--- config.mk ---
export PLATFORM = sky130hd
export DESIGN_NAME = fifo_rr_scheduler
export DESIGN_NICKNAME = d
export VERILOG_FILES = /design/src/rtl/fifo_rr_scheduler.sv
export SDC_FILE = /design/constraint.sdc
export NUM_CORES = 1
export LEC_CHECK = 0
export CORE_ASPECT_RATIO = 1.4
export CORE_MARGIN = 1
export CORE_UTILIZATION = 45
export CTS_CLUSTER_DIAMETER = 30
export DETAILED_ROUTE_END_ITERATION = 10
export PLACE_DENSITY = 0.78
export SLEW_MARGIN = 10
export SYNTH_ARGS = -nofsm -noshare
export SYNTH_HDL_FRONTEND = slang
export SYNTH_SLANG_ARGS = --single-unit
--- constraint.sdc ---
create_clock -name clk -period 6.6 [get_ports clk]
set_input_delay 1.32 -clock clk [delete_from_list [all_inputs] [get_ports clk]]
set_output_delay 1.32 -clock clk [all_outputs]
set_load 0.02 [all_outputs]
--- src/rtl/fifo_rr_scheduler.sv ---
// fifo_rr_scheduler: round-robin push arbiter in front of a shared fifo
// plus a registered valid/ready output stage draining the fifo head.
module fifo_rr_scheduler #(
    parameter int NREQ  = 4,
    parameter int WIDTH = 8
) (
    input  logic                    clk,
    input  logic                    rst,
    input  logic [NREQ-1:0]         req,
    input  logic [NREQ*WIDTH-1:0]   req_data,
    output logic [NREQ-1:0]         gnt,
    input  logic                    fifo_full,
    input  logic                    fifo_empty,
    input  logic [WIDTH-1:0]        fifo_data_out,
    output logic                    fifo_push,
    output logic                    fifo_pop,
    output logic [WIDTH-1:0]        fifo_data_in,
    output logic                    out_valid,
    input  logic                    out_ready,
    output logic [WIDTH-1:0]        out_data
);

    localparam int LW = (NREQ > 1) ? $clog2(NREQ) : 1;

    logic [LW-1:0]    last_gnt_q, last_gnt_d;
    logic             out_valid_q, out_valid_d;
    logic [WIDTH-1:0] out_data_q, out_data_d;
    logic             found;
    int               idx;

    // Rotating-priority search starting just after the last winner
    always_comb begin
        gnt          = '0;
        fifo_push    = 1'b0;
        fifo_data_in = '0;
        last_gnt_d   = last_gnt_q;
        found        = 1'b0;
        idx          = 0;
        if (!rst && !fifo_full && |req) begin
            for (int k = 1; k <= NREQ; k++) begin
                idx = int'(last_gnt_q) + k;
                if (idx >= NREQ) idx = idx - NREQ;
                if (!found && req[idx]) begin
                    found        = 1'b1;
                    gnt[idx]     = 1'b1;
                    fifo_push    = 1'b1;
                    fifo_data_in = req_data[idx*WIDTH +: WIDTH];
                    last_gnt_d   = LW'(idx);
                end
            end
        end
    end

    // Pop whenever the output register is free or being consumed
    always_comb begin
        fifo_pop    = !rst && !fifo_empty && (!out_valid_q || out_ready);
        out_valid_d = out_valid_q;
        out_data_d  = out_data_q;
        if (fifo_pop) begin
            out_valid_d = 1'b1;
            out_data_d  = fifo_data_out;
        end else if (out_valid_q && out_ready) begin
            out_valid_d = 1'b0;
        end
    end

    // State registers with synchronous reset
    always_ff @(posedge clk) begin
        if (rst) begin
            last_gnt_q  <= LW'(NREQ - 1);
            out_valid_q <= 1'b0;
            out_data_q  <= '0;
        end else begin
            last_gnt_q  <= last_gnt_d;
            out_valid_q <= out_valid_d;
            out_data_q  <= out_data_d;
        end
    end

    assign out_valid = out_valid_q;
    assign out_data  = out_data_q;

endmodule

==> reports/summary.md, run 1 <==
The run finished, with violations left. The final reports fail on DRC. The number of synthesized flops with an enable pin was 0; the sequential cell area fraction in the yosys report was 11.3%.

The pre-antenna-repair detailed-routing pass consisted of 8 iterations. Data arrival time of the critical path: 4.22 ns. The worst setup path is captured at an output pin.

The number of antenna diodes came out at 0. The post-layout net count was 354. The tools report the pin count of the biggest net entering global routing as 36.

The clock period minus final worst setup slack is 5.54 ns. The logic depth of the worst register-to-register path is 7, and the final-report hold violation count is 0. The final-layout setup total negative slack is 0 ns, and the worst-skew pair later-pin latency is 0.24 ns.

After detailed routing, the average wire length per cell comes to 16.1 µm. In this run the clock root is driven by a clkbuf_8. The path with the worst hold slack has its endpoint at out_data[5]$_SDFFE_PP0P_.

Cell accounting for the most synthesized area: mux4_2. The static leakage came out at 1.04 nW. After synthesis, the mean cell area works out to 8.27 µm². Horizontal die dimension: 57.5 µm.

After synthesis, the share of flip-flops with an asynchronous set or reset is 0%. The clock-pin slew on the worst setup and hold paths is 0.05 ns. The path type of the worst min-delay path is flop to flop.

The worst hold path was traced through 2 stages. Along the worst path, the maximum fanout reaches 12. For this run, the number of Yosys warnings is 0. The longest clock path from root to sink contains 2 buffers. The number of vias per cell after detailed routing came out at 6.28.

Yosys attributes the largest share of cell area to mux4_2 (17%), dfxtp_1 (11%), mux2_2 (7.5%). Layout overhead on the synthesized area: 38.8%. The total of flip-flops plus latches after synthesis works out to 11. The tools report the final estimated routing congestion in global placement as 0.824. The logs give 0 for the number of antenna violations at the first check in global routing and 5.28 ns for the data required time at the worst endpoint.

For the pin with the worst max-slew slack, the measured transition is 0.497 ns. The quantity of I/O buffers inserted on ports is 71. The core area is 4020 µm², and the post-synth design cell area is 1940 µm². Dividing total power by cell area gives a power density of 179 nW/µm². Max-cap violations in this run came to 0. The number of nets in the synthesized netlist is 292. Buffers inserted during clock tree synthesis total 3.

The worst pin sits at a relative slew slack of 66.5%. The number of instances in the synthesized netlist is 235. Maximum clock frequency: 181 MHz.

The sum of overflow across all layers after global routing is 0, and the share of layout cells above drive strength 1 is 13.9%. After synthesis, the largest area contributor takes up 17.4% of total cell area. The first global-routing pass estimated 9.25 mm of wire. In the routed design, unresolved DRC markers number 6.

The category of the critical setup timing path is input port to output pin. For the I/O pin count, the log shows 72. For the HPWL after detailed placement, the log shows 4.04 mm.

The floorplan has 27 rows. Via count of the first global-routing pass: 2168. Among all cell types in the netlist, the one instantiated most often is nand2_1. TritonCTS built the clock tree. Post-CTS repair changed the size of 0 cells.

The worst setup path is launched from an input port. The overall die height was 79.8 µm; the total count of max-transition violations in the final report was 0. The number of hold buffers added after CTS was 0.

The all-layer global routing usage was 24.8%; the register-to-register setup slack was 3.78 ns. Among all flip-flop cells after synthesis, the most frequent one is dfxtp_1. Post-CTS timing repair inserted 0 buffers for setup. Counting distinct cell types in the post-synthesis netlist gives 46. For the number of nets with antenna violations after detailed routing, the log shows 0.

The number of failing setup endpoints in the final timing report came out at 0. Setup repair after global routing left no endpoint under its margin. The maximum clock skew at final layout was 0.00249 ns. In this run the critical register-to-register path is captured at last_gnt_q[1]$_SDFFE_PP1P_.

The routed layout has 2128 vias. The effective utilization at floorplan came out at 48.3%. The startpoint identified for the worst register-to-register timing path is last_gnt_q[0]$_SDFFE_PP1P_. The worst hold path begins at out_data[5]$_SDFFE_PP0P_. The area enclosed by the die boundary is 4590 µm², and the total wire length is 5.47 mm. By count the netlist is led by nand2_1 (25), o21ai_0 (23), nor2_1 (19), mux4_2 (15), a21oi_1 (14).

The share of the clock period used by the worst path after layout is 83.9%, and the violation count after the first detailed-route iteration is 92. The number of sinks driven by the clock tree came out at 11. The peak supply drop was 0.124 mV. The tools report the maximum level of the CTS H-tree as 1.

The utilization after layout is 67.1%.
## placed cells by master (no fill, tap or decap), drive strengths merged, types with 2 or more instances in the layout
master and count:
clkbuf 4, or2 2, a221oi 7, a2bb2oi 5, inv 4, a31oi 4, mux4 16, clkdlybuf4s50 71
nand3 2, a21boi 3, ha 8, o221ai 2, nand2 25, buf 5, a32o 2, nor2 19
a22oi 2, a221o 2, a21oi 14, mux2 13, nand2b 13, a32oi 3, o32ai 4, o21ai 23
dfxtp 11, nor2b 4, mux2i 10, o22ai 5, and2 2, nor3 3
## final cells by class
cell class | count | area, µm²
multi-input cells | 201 | 1610
fillers | 337 | 1320
repair buffers | 76 | 748
flip-flops and latches | 11 | 221
well taps | 43 | 53.8
clock buffers | 4 | 45.0
inverters | 4 | 15.0
## per-stage QoR
step	std cells	setup WS, ns	hold WS [ns]	area (µm²)	total power [W]
6_report	339	1.06	0.476	2700	0.000483
4_1_cts	339	1.10	0.478	2700	0.000482
5_1_grt	339	0.885	0.512	2700	0.000517
2_1_floorplan	235	1.80	0.546	1940	0.000311
3_3_place_gp	335	1.13	0.459	2650	0.000410
3_5_place_dp	335	1.10	0.467	2650	0.000412
## critical path, stage by stage
cell,delay [ns]
clkdlybuf4s50_1,0.54
mux4_1,0.74
buf_4,0.26
nor3_4,0.38
a32oi_1,0.16
a31oi_1,0.18
clkdlybuf4s50_1,0.63
## worst max-delay path by stage
stage                                  to                  startpoint  cells after the start  slack, ns
after floorplan           fifo_data_in[2]  last_gnt_q[0]$_SDFFE_PP1P_                     11       1.80
after global placement    fifo_data_in[2]                         rst                      5       1.13
after detailed placement  fifo_data_in[6]                      req[1]                      7       1.10
after CTS                 fifo_data_in[6]                      req[1]                      7       1.10
after global routing      fifo_data_in[5]                      req[1]                      7       0.89
final                     fifo_data_in[6]                      req[1]                      7       1.06
## flip-flops by register name, summed over array words and instances (netlist names)
| name | cells |
|---|---|
| out_data | 8 |
| last_gnt_q | 2 |
| out_valid | 1 |
## layer usage
layer | part of all wire, % | global-route usage [%]
met3 | 7.1 | 3.73
met5 | 0 | 0
met4 | 1.0 | 9.76
met1 | 41 | 29.5
met2 | 51 | 44.0
## kinds of logic (layout without fill, tap and decap cells)
logic type | count (synthesis) | in the layout | share of synthesized area (%)
flip-flops | 11 | 11 | 11.3
AO/OA/AOI/OAI | 80 | 80 | 27.4
adder cells (fa/ha/maj) | 8 | 8 | 5.15
AND/OR/NAND/NOR | 74 | 74 | 19.1
buffers and inverters | 23 | 84 | 5.60
multiplexers | 39 | 39 | 31.4
## report_power, final
| group | switching, W | leakage (nW) | internal (W) |
|---|---|---|---|
| sequential | 0.00000649 | 0.0907 | 0.0000724 |
| combinational | 0.000172 | 0.924 | 0.000165 |
| clock | 0.0000249 | 0.0228 | 0.0000424 |
No activity file was read; power rests on OpenSTA's default activity.
==> run 2, diff against run 1 <==
--- a/config.mk
+++ b/config.mk
@@ -7,10 +7,10 @@
 export LEC_CHECK = 0
 export CORE_ASPECT_RATIO = 1.4
 export CORE_MARGIN = 1
-export CORE_UTILIZATION = 45
+export CORE_UTILIZATION = 41
 export CTS_CLUSTER_DIAMETER = 30
 export DETAILED_ROUTE_END_ITERATION = 10
-export PLACE_DENSITY = 0.78
+export PLACE_DENSITY = 0.75
 export SLEW_MARGIN = 10
 export SYNTH_ARGS = -nofsm -noshare
 export SYNTH_HDL_FRONTEND = slang
==> constraint.sdc (replaced) <==
create_clock -name clk -period 4.6 [get_ports clk]
set_input_delay 0.92 -clock clk [delete_from_list [all_inputs] [get_ports clk]]
set_output_delay 0.92 -clock clk [all_outputs]
set_load 0.02 [all_outputs]
==> reports/summary.md, run 2 (synthesized netlist as in run 1, its figures left out) <==
The flow ran to the end, and the final reports show no timing, DRC or antenna violations. Area of all placed cells without fillers: 2840 µm². Data on the critical path arrives at its endpoint at 3.56 ns. The utilization after layout is 62.5%. Cell internal power was estimated by the tool at 0.000422 W.

The overall die height was 83.5 µm; the number of cell rows was 29. Before antenna repair, the detailed router went through 4 iterations. For this configuration, the core starts out at a cell density of 42.8%. After detailed routing, the number of vias per cell comes to 5.88.

The tools report the maximum level of the CTS H-tree as 1. Of all nets on the critical path, the largest fanout is 7. In this run, flip-flops and latches consume 15.2% of the power.

The category of the critical setup timing path is input port to output pin. For this run the aggregate overflow at the end of global routing stands at 0. Among all stages on the critical path, the largest delay is contributed by clkdlybuf4s50_1. The critical path startpoint category was an input port.

After layout, the minimum clock period comes to 4.48 ns. The multi-input combinational cells in the finished layout cover a total of 1610 µm². Wire segments on met2 add up to 3.01 mm in the final route. For this block, wires on met1 add up to 2.40 mm.

The tightest min-delay check is of the flop to flop type. The run gives 2181 as the via count of the first global-routing pass. Summed over all nets, the switching power comes to 0.000299 W. The logs give 0 for the DRC violation count after routing and 0 for the count of buffers added by post-CTS timing repair for setup. The worst pin sits at a relative slew slack of 57.4%.

In this design, the critical path's most frequently occurring cell is clkdlybuf4s50_1. The tools report the first-pass GRT wire length as 9.54 mm. TritonCTS built the clock tree. The run gives 2 as the buffer depth of the longest clock path.

The die covers 5020 µm². The most common cell after layout, fill and taps aside was clkdlybuf4s50_1. The clock net in this run drives a total of 11 sinks. In this run, the number of DRC markers left after iteration 0 of detailed routing was 119. Global routing used 23.7% of the available tracks. Registers take 221 µm².

The number of failing setup endpoints in the final timing report was 0. The HPWL after detailed placement is 4.43 mm. Pin placement for this block handled 72 I/O pins. The tools report the critical path capture point type as an output pin. The fraction of power spent switching nets is 41.5%, and the total wire length is 5.80 mm. The logs give 0 ns for the final-layout setup total negative slack and 2790 µm² for the cell area after placement.

Across all layers, the routed design uses 2192 vias. For the static leakage, the log shows 1.13 nW. The number of antenna violations at the first check in global routing is 0, and the clock-pin slew on the worst setup and hold paths is 0.05 ns. The filler cell count in the final layout came out at 413. Total count of max-transition violations in the final report: 0.

Of the cells placed in the final design, the portion with a size suffix greater than 1 is 18.0%. The layout overhead on the synthesized area came out at 46.0%. Once detail routing completed, the nets flagged for antenna violations numbered 0.

Entering global routing, the biggest net connects 49 pins. TritonCTS buffer count: 3. In the final design database the tool counted 369 nets. The run gives 0 as the final-report hold violation count. On the final layout, the worst clock skew is 0.000284 ns. The flip-flop count of the largest register, all copies and words added is 8, and the max-cap check violation count is 0.

In the layout the commonest cells are clkdlybuf4s50_1 (70), nand2_1 (25), o21ai_0 (23). At the pin with the least slew margin, the transition time is 0.639 ns. Highest layer used for signal routing: met4.

The horizontal die dimension is 60.2 µm, and the peak supply drop is 0.191 mV. For this run, the slowest stage of the critical path takes 0.67 ns. In the detailed route, the total length drawn on met3 is 316 µm. The core area is 4540 µm². In this run the power density over the cells is 254 nW/µm². Setup repair after global routing left no endpoint under its margin.

Timing would allow up to 223 MHz. Buffers placed on the I/O ports in this run total 71. Dividing the final minimum period by the clock period gives 97.4%. Of the total power, the clock network draws 13.5%.

After detailed routing, the average wire length per cell comes to 15.5 µm. At the end of routability-driven placement, the weighted congestion stood at 0.825. The signal on the critical path passes through clkdlybuf4s50_1 > mux4_2 > buf_4 > nor2b_1 > or2_1 > a221oi_1 > o32ai_1 > clkdlybuf4s50_1. STA puts the critical path data required time at 3.68 ns.

The tree is rooted in a clkbuf_8. The repair_antennas step left the layout with diodes totalling 0. The logic gate share of total power is 71.4%, and the worst-skew pair later-pin latency is 0.24 ns.
==> run 2: changes by cell type in the layout (fill, tap and decap cells not counted) <==
cell / change
buf_4: +15
clkdlybuf4s50_1: -1
dlymetal6s2s_1: +1
==> run 2: per-stage QoR <==
step	total power [W]	setup WS, ns	std cells	hold slack [ns]
floorplan	0.000447	0.200	235	0.546
global placement	0.000616	0.176	369	0.459
detailed placement	0.000621	0.0966	369	0.466
CTS	0.000722	0.0923	373	0.476
global route	0.000769	0.00232	373	0.493
finish	0.000722	0.121	373	0.471
==> run 2: final cells by class <==
| class | instances | area share, % |
|---|---|---|
| well taps | 62 | 2.73 |
| repair buffers | 91 | 30.4 |
| clock buffers | 4 | 1.59 |
| inverters | 4 | 0.529 |
| multi-input cells | 201 | 56.9 |
| flip-flops and latches | 11 | 7.81 |
==> run 2: power by group through the flow <==
stage | sequential, W | clock [W] | combinational [W]
final | 0.000109 | 0.0000973 | 0.000515
after global routing | 0.000110 | 0.000104 | 0.000555
after CTS | 0.000109 | 0.0000999 | 0.000513
after detailed placement | 0.000111 | 0 | 0.000510
after global placement | 0.000111 | 0 | 0.000505
after floorplan | 0.000119 | 0 | 0.000328
==> run 2: path summary, 6_finish.rpt <==
path         depth (start not counted)  slack (ns)                  startpoint                         end
max                                  8        0.12                      req[2]             fifo_data_in[4]
min                                  2        0.47    out_data[6]$_SDFFE_PP0P_    out_data[6]$_SDFFE_PP0P_
max reg2reg                          9        2.24  last_gnt_q[0]$_SDFFE_PP1P_  last_gnt_q[1]$_SDFFE_PP1P_
min reg2reg                          2        0.47    out_data[6]$_SDFFE_PP0P_    out_data[6]$_SDFFE_PP0P_
==> run 2: routing by layer <==
metal / GRT usage (%) / vias to the layer above
met5: 0 / -
met4: 7.40 / 0
met3: 3.26 / 9
met2: 43.2 / 75
met1: 27.0 / 1040
li1: - / 1068
==> run 2: what timing repair did <==
action,4_1_cts,5_1_grt
hold buffers,0,0
gates resized for setup,0,1
endpoints found under the setup margin,0,1
==> run 2: critical path, delay by kind of cell <==
| family | cells | cell delay (ns) |
|---|---|---|
| simple gates | 2 | 0.34 |
| buf+inv | 3 | 1.36 |
| compound gates | 2 | 0.42 |
| mux | 1 | 0.51 |
==> run 3, diff against run 2 <==
==> constraint.sdc (replaced) <==
create_clock -name clk -period 4.6 [get_ports clk]
set_input_delay 0.92 -clock clk [delete_from_list [all_inputs] [get_ports clk]]
set_output_delay 0.92 -clock clk [all_outputs]
set_load 0.1 [all_outputs]
==> reports/summary.md, run 3 (synthesized netlist as in run 1, its figures left out) <==
Total power for the finished layout comes to 0.000912 W. The layout overhead on the synthesized area came out at 56.8%. The final-report hold violation count was 0. Across every metal layer, demand over resource in global routing totals 25.4%.

IR analysis of the VDD net gives a maximum drop of 0.272 mV. Final estimated routing congestion in global placement: 0.838. Timing would allow up to 232 MHz. Counting the buffers created by CTS gives 3.

The register with the most flip-flops in the layout has 8 of them. Count of buffers added by post-CTS timing repair for setup: 0. The worst setup path is of the input port to output pin kind. Clock tree synthesis found a total of 11 sinks. The first global-routing pass estimated 10.0 mm of wire. Once placement completed, the tool counted placed cells totaling 359.

Once the floorplan was initialized, standard cells occupied 42.8% of the core. The first detailed-routing pass ran for 4 iterations. The tools report the buffer depth of the longest clock path as 2. In the finished design, the share of the clock period the worst path needs comes to 93.6%. The tools report the total wire length as 6.02 mm. The maximum level of the CTS H-tree was 1. After detailed routing, the number of vias per cell comes to 6.01. After clock tree synthesis, the clock-pin slew on the worst setup and hold paths is 0.05 ns. The number of antenna diodes was 0.

The clock tree root driver cell was clkbuf_8. The die covers 5020 µm². Of all nets on the critical path, the largest fanout is 15. The detailed router placed 2182 vias in this run. Excluding fillers, the count of instances in the completed layout stands at 363. The number of gates resized after CTS is 0, and the sum of overflow across all layers after global routing is 0.

Number of cell rows: 29. The number of antenna violations at the first check in global routing is 0. In the layout the commonest cells are clkdlybuf4s50_1 (57), nand2_1 (25), o21ai_0 (23). In the routed design, unresolved DRC markers number 0. The core region is 4540 µm².

The logs give 3.68 ns for the data required time at the worst endpoint and 0 ns for the final-layout setup total negative slack. The count of nets left with antenna violations once routing finished came out at 0. The path type of the worst min-delay path was flop to flop.

The number of hold-repair buffers added at the cts stage came out at 0. The run gives 0 as the number of failing setup endpoints in the final timing report. The violation count after the first detailed-route iteration is 113. At the end of the flow the core is filled with cells to 67.2%. HPWL after detailed placement: 4.69 mm.

The via count of the first global-routing pass is 2216. The horizontal die dimension came out at 60.2 µm. Total count of max-transition violations in the final report: 0. At the worst endpoint, the arrival time is 3.39 ns. Subtracting the final worst setup slack from the clock period gives 4.31 ns.

Summed over all nets, wire length on met3 after detailed routing comes to 225 µm. Final routed wire length divided by cell count: 16.6 µm. For the worst flop-to-flop path, the logic depth is 7. Transition time at the pin with the least slew margin: 0.980 ns. The run finished with clean final reports.

Max-cap check violation count: 0. Fill cells in the final layout number 381. For the post-layout net count, the log shows 359. The headroom to the max-slew limit came out at 34.5%.

For this design the static power due to leakage is 1.15 nW. The critical path startpoint category was an input port. Detailed routing placed a total of 3.25 mm of wire on met2. TritonCTS built the clock tree. In the final layout, the share of cells above drive strength 1 is 23.9%. For the met1 wire length, the log shows 2.43 mm. The most common cell after layout, fill and taps aside was clkdlybuf4s50_1. The overall die height was 83.5 µm; the quantity of I/O buffers inserted on ports was 71. Setup repair after global routing left no endpoint under its margin. 72 I/O pins were placed. Timing analysis after detailed placement gives a worst setup slack of 0.332 ns. The worst setup path is captured at an output pin.

The logs give 40 for the pin count of the biggest net entering global routing and 0.24 ns for the worst-skew pair later-pin latency. The power density normalized to cell area works out to 299 nW/µm². The maximum clock skew at final layout is 0.00131 ns, and the worst hold path depth is 2.

The highest layer used for signal routing is met4. The run gives 0.293 ns as the worst path setup slack after routing.
[run 3: cell types whose count changed in the layout (fill, tap and decap cells not counted), moves of 3 or more]
cell / previous run / this run
buf_12: 0 / 14
clkdlybuf4s50_1: 70 / 57
buf_4: 20 / 10
o32ai_1: 4 / 0
o32ai_4: 0 / 4
a221oi_1: 7 / 4
[run 3: worst max-delay path, cell delays in order]
cell and delay [ns]:
clkdlybuf4s50_1 0.54, mux4_2 0.69, or4_4 0.67, o32ai_4 0.35, buf_12 0.21
[run 3: stage by stage]
step / area [µm²] / hold WS [ns]
floorplan: 2100 / 0.911
global placement: 3000 / 0.459
detailed placement: 3000 / 0.466
CTS: 3050 / 0.477
global route: 3050 / 0.496
finish: 3050 / 0.471
[run 3: layer usage]
metal	GRT usage [%]	vias up
met2	45.0	68
met5	0	-
met1	30.6	1054
li1	-	1046
met3	3.57	14
met4	6.98	0
[run 3: area by class of cell]
type                    count  area [µm²]  share of cell area [%]
well taps                  62        77.6                    2.55
inverters                   4        15.0                   0.493
multi-input cells         201        1760                    57.8
repair buffers             81         926                    30.4
flip-flops and latches     11         221                    7.27
clock buffers               4        45.0                    1.48
[run 3: final timing paths]
kind / to / slack (ns) / startpoint
worst max-delay path: fifo_data_in[2] / 0.29 / req[1]
worst max register to register: last_gnt_q[0]$_SDFFE_PP1P_ / 2.07 / last_gnt_q[0]$_SDFFE_PP1P_
worst min register to register: out_data[7]$_SDFFE_PP0P_ / 0.47 / out_data[7]$_SDFFE_PP0P_
worst min-delay path: out_data[7]$_SDFFE_PP0P_ / 0.47 / out_data[7]$_SDFFE_PP0P_
[run 3: report_power, final]
part           total [W]  internal [W]  leakage [nW]  switching, W
registers       0.000112      0.000104        0.0907    0.00000808
logic           0.000702      0.000288          1.04      0.000414
clock network  0.0000980     0.0000609        0.0228     0.0000370
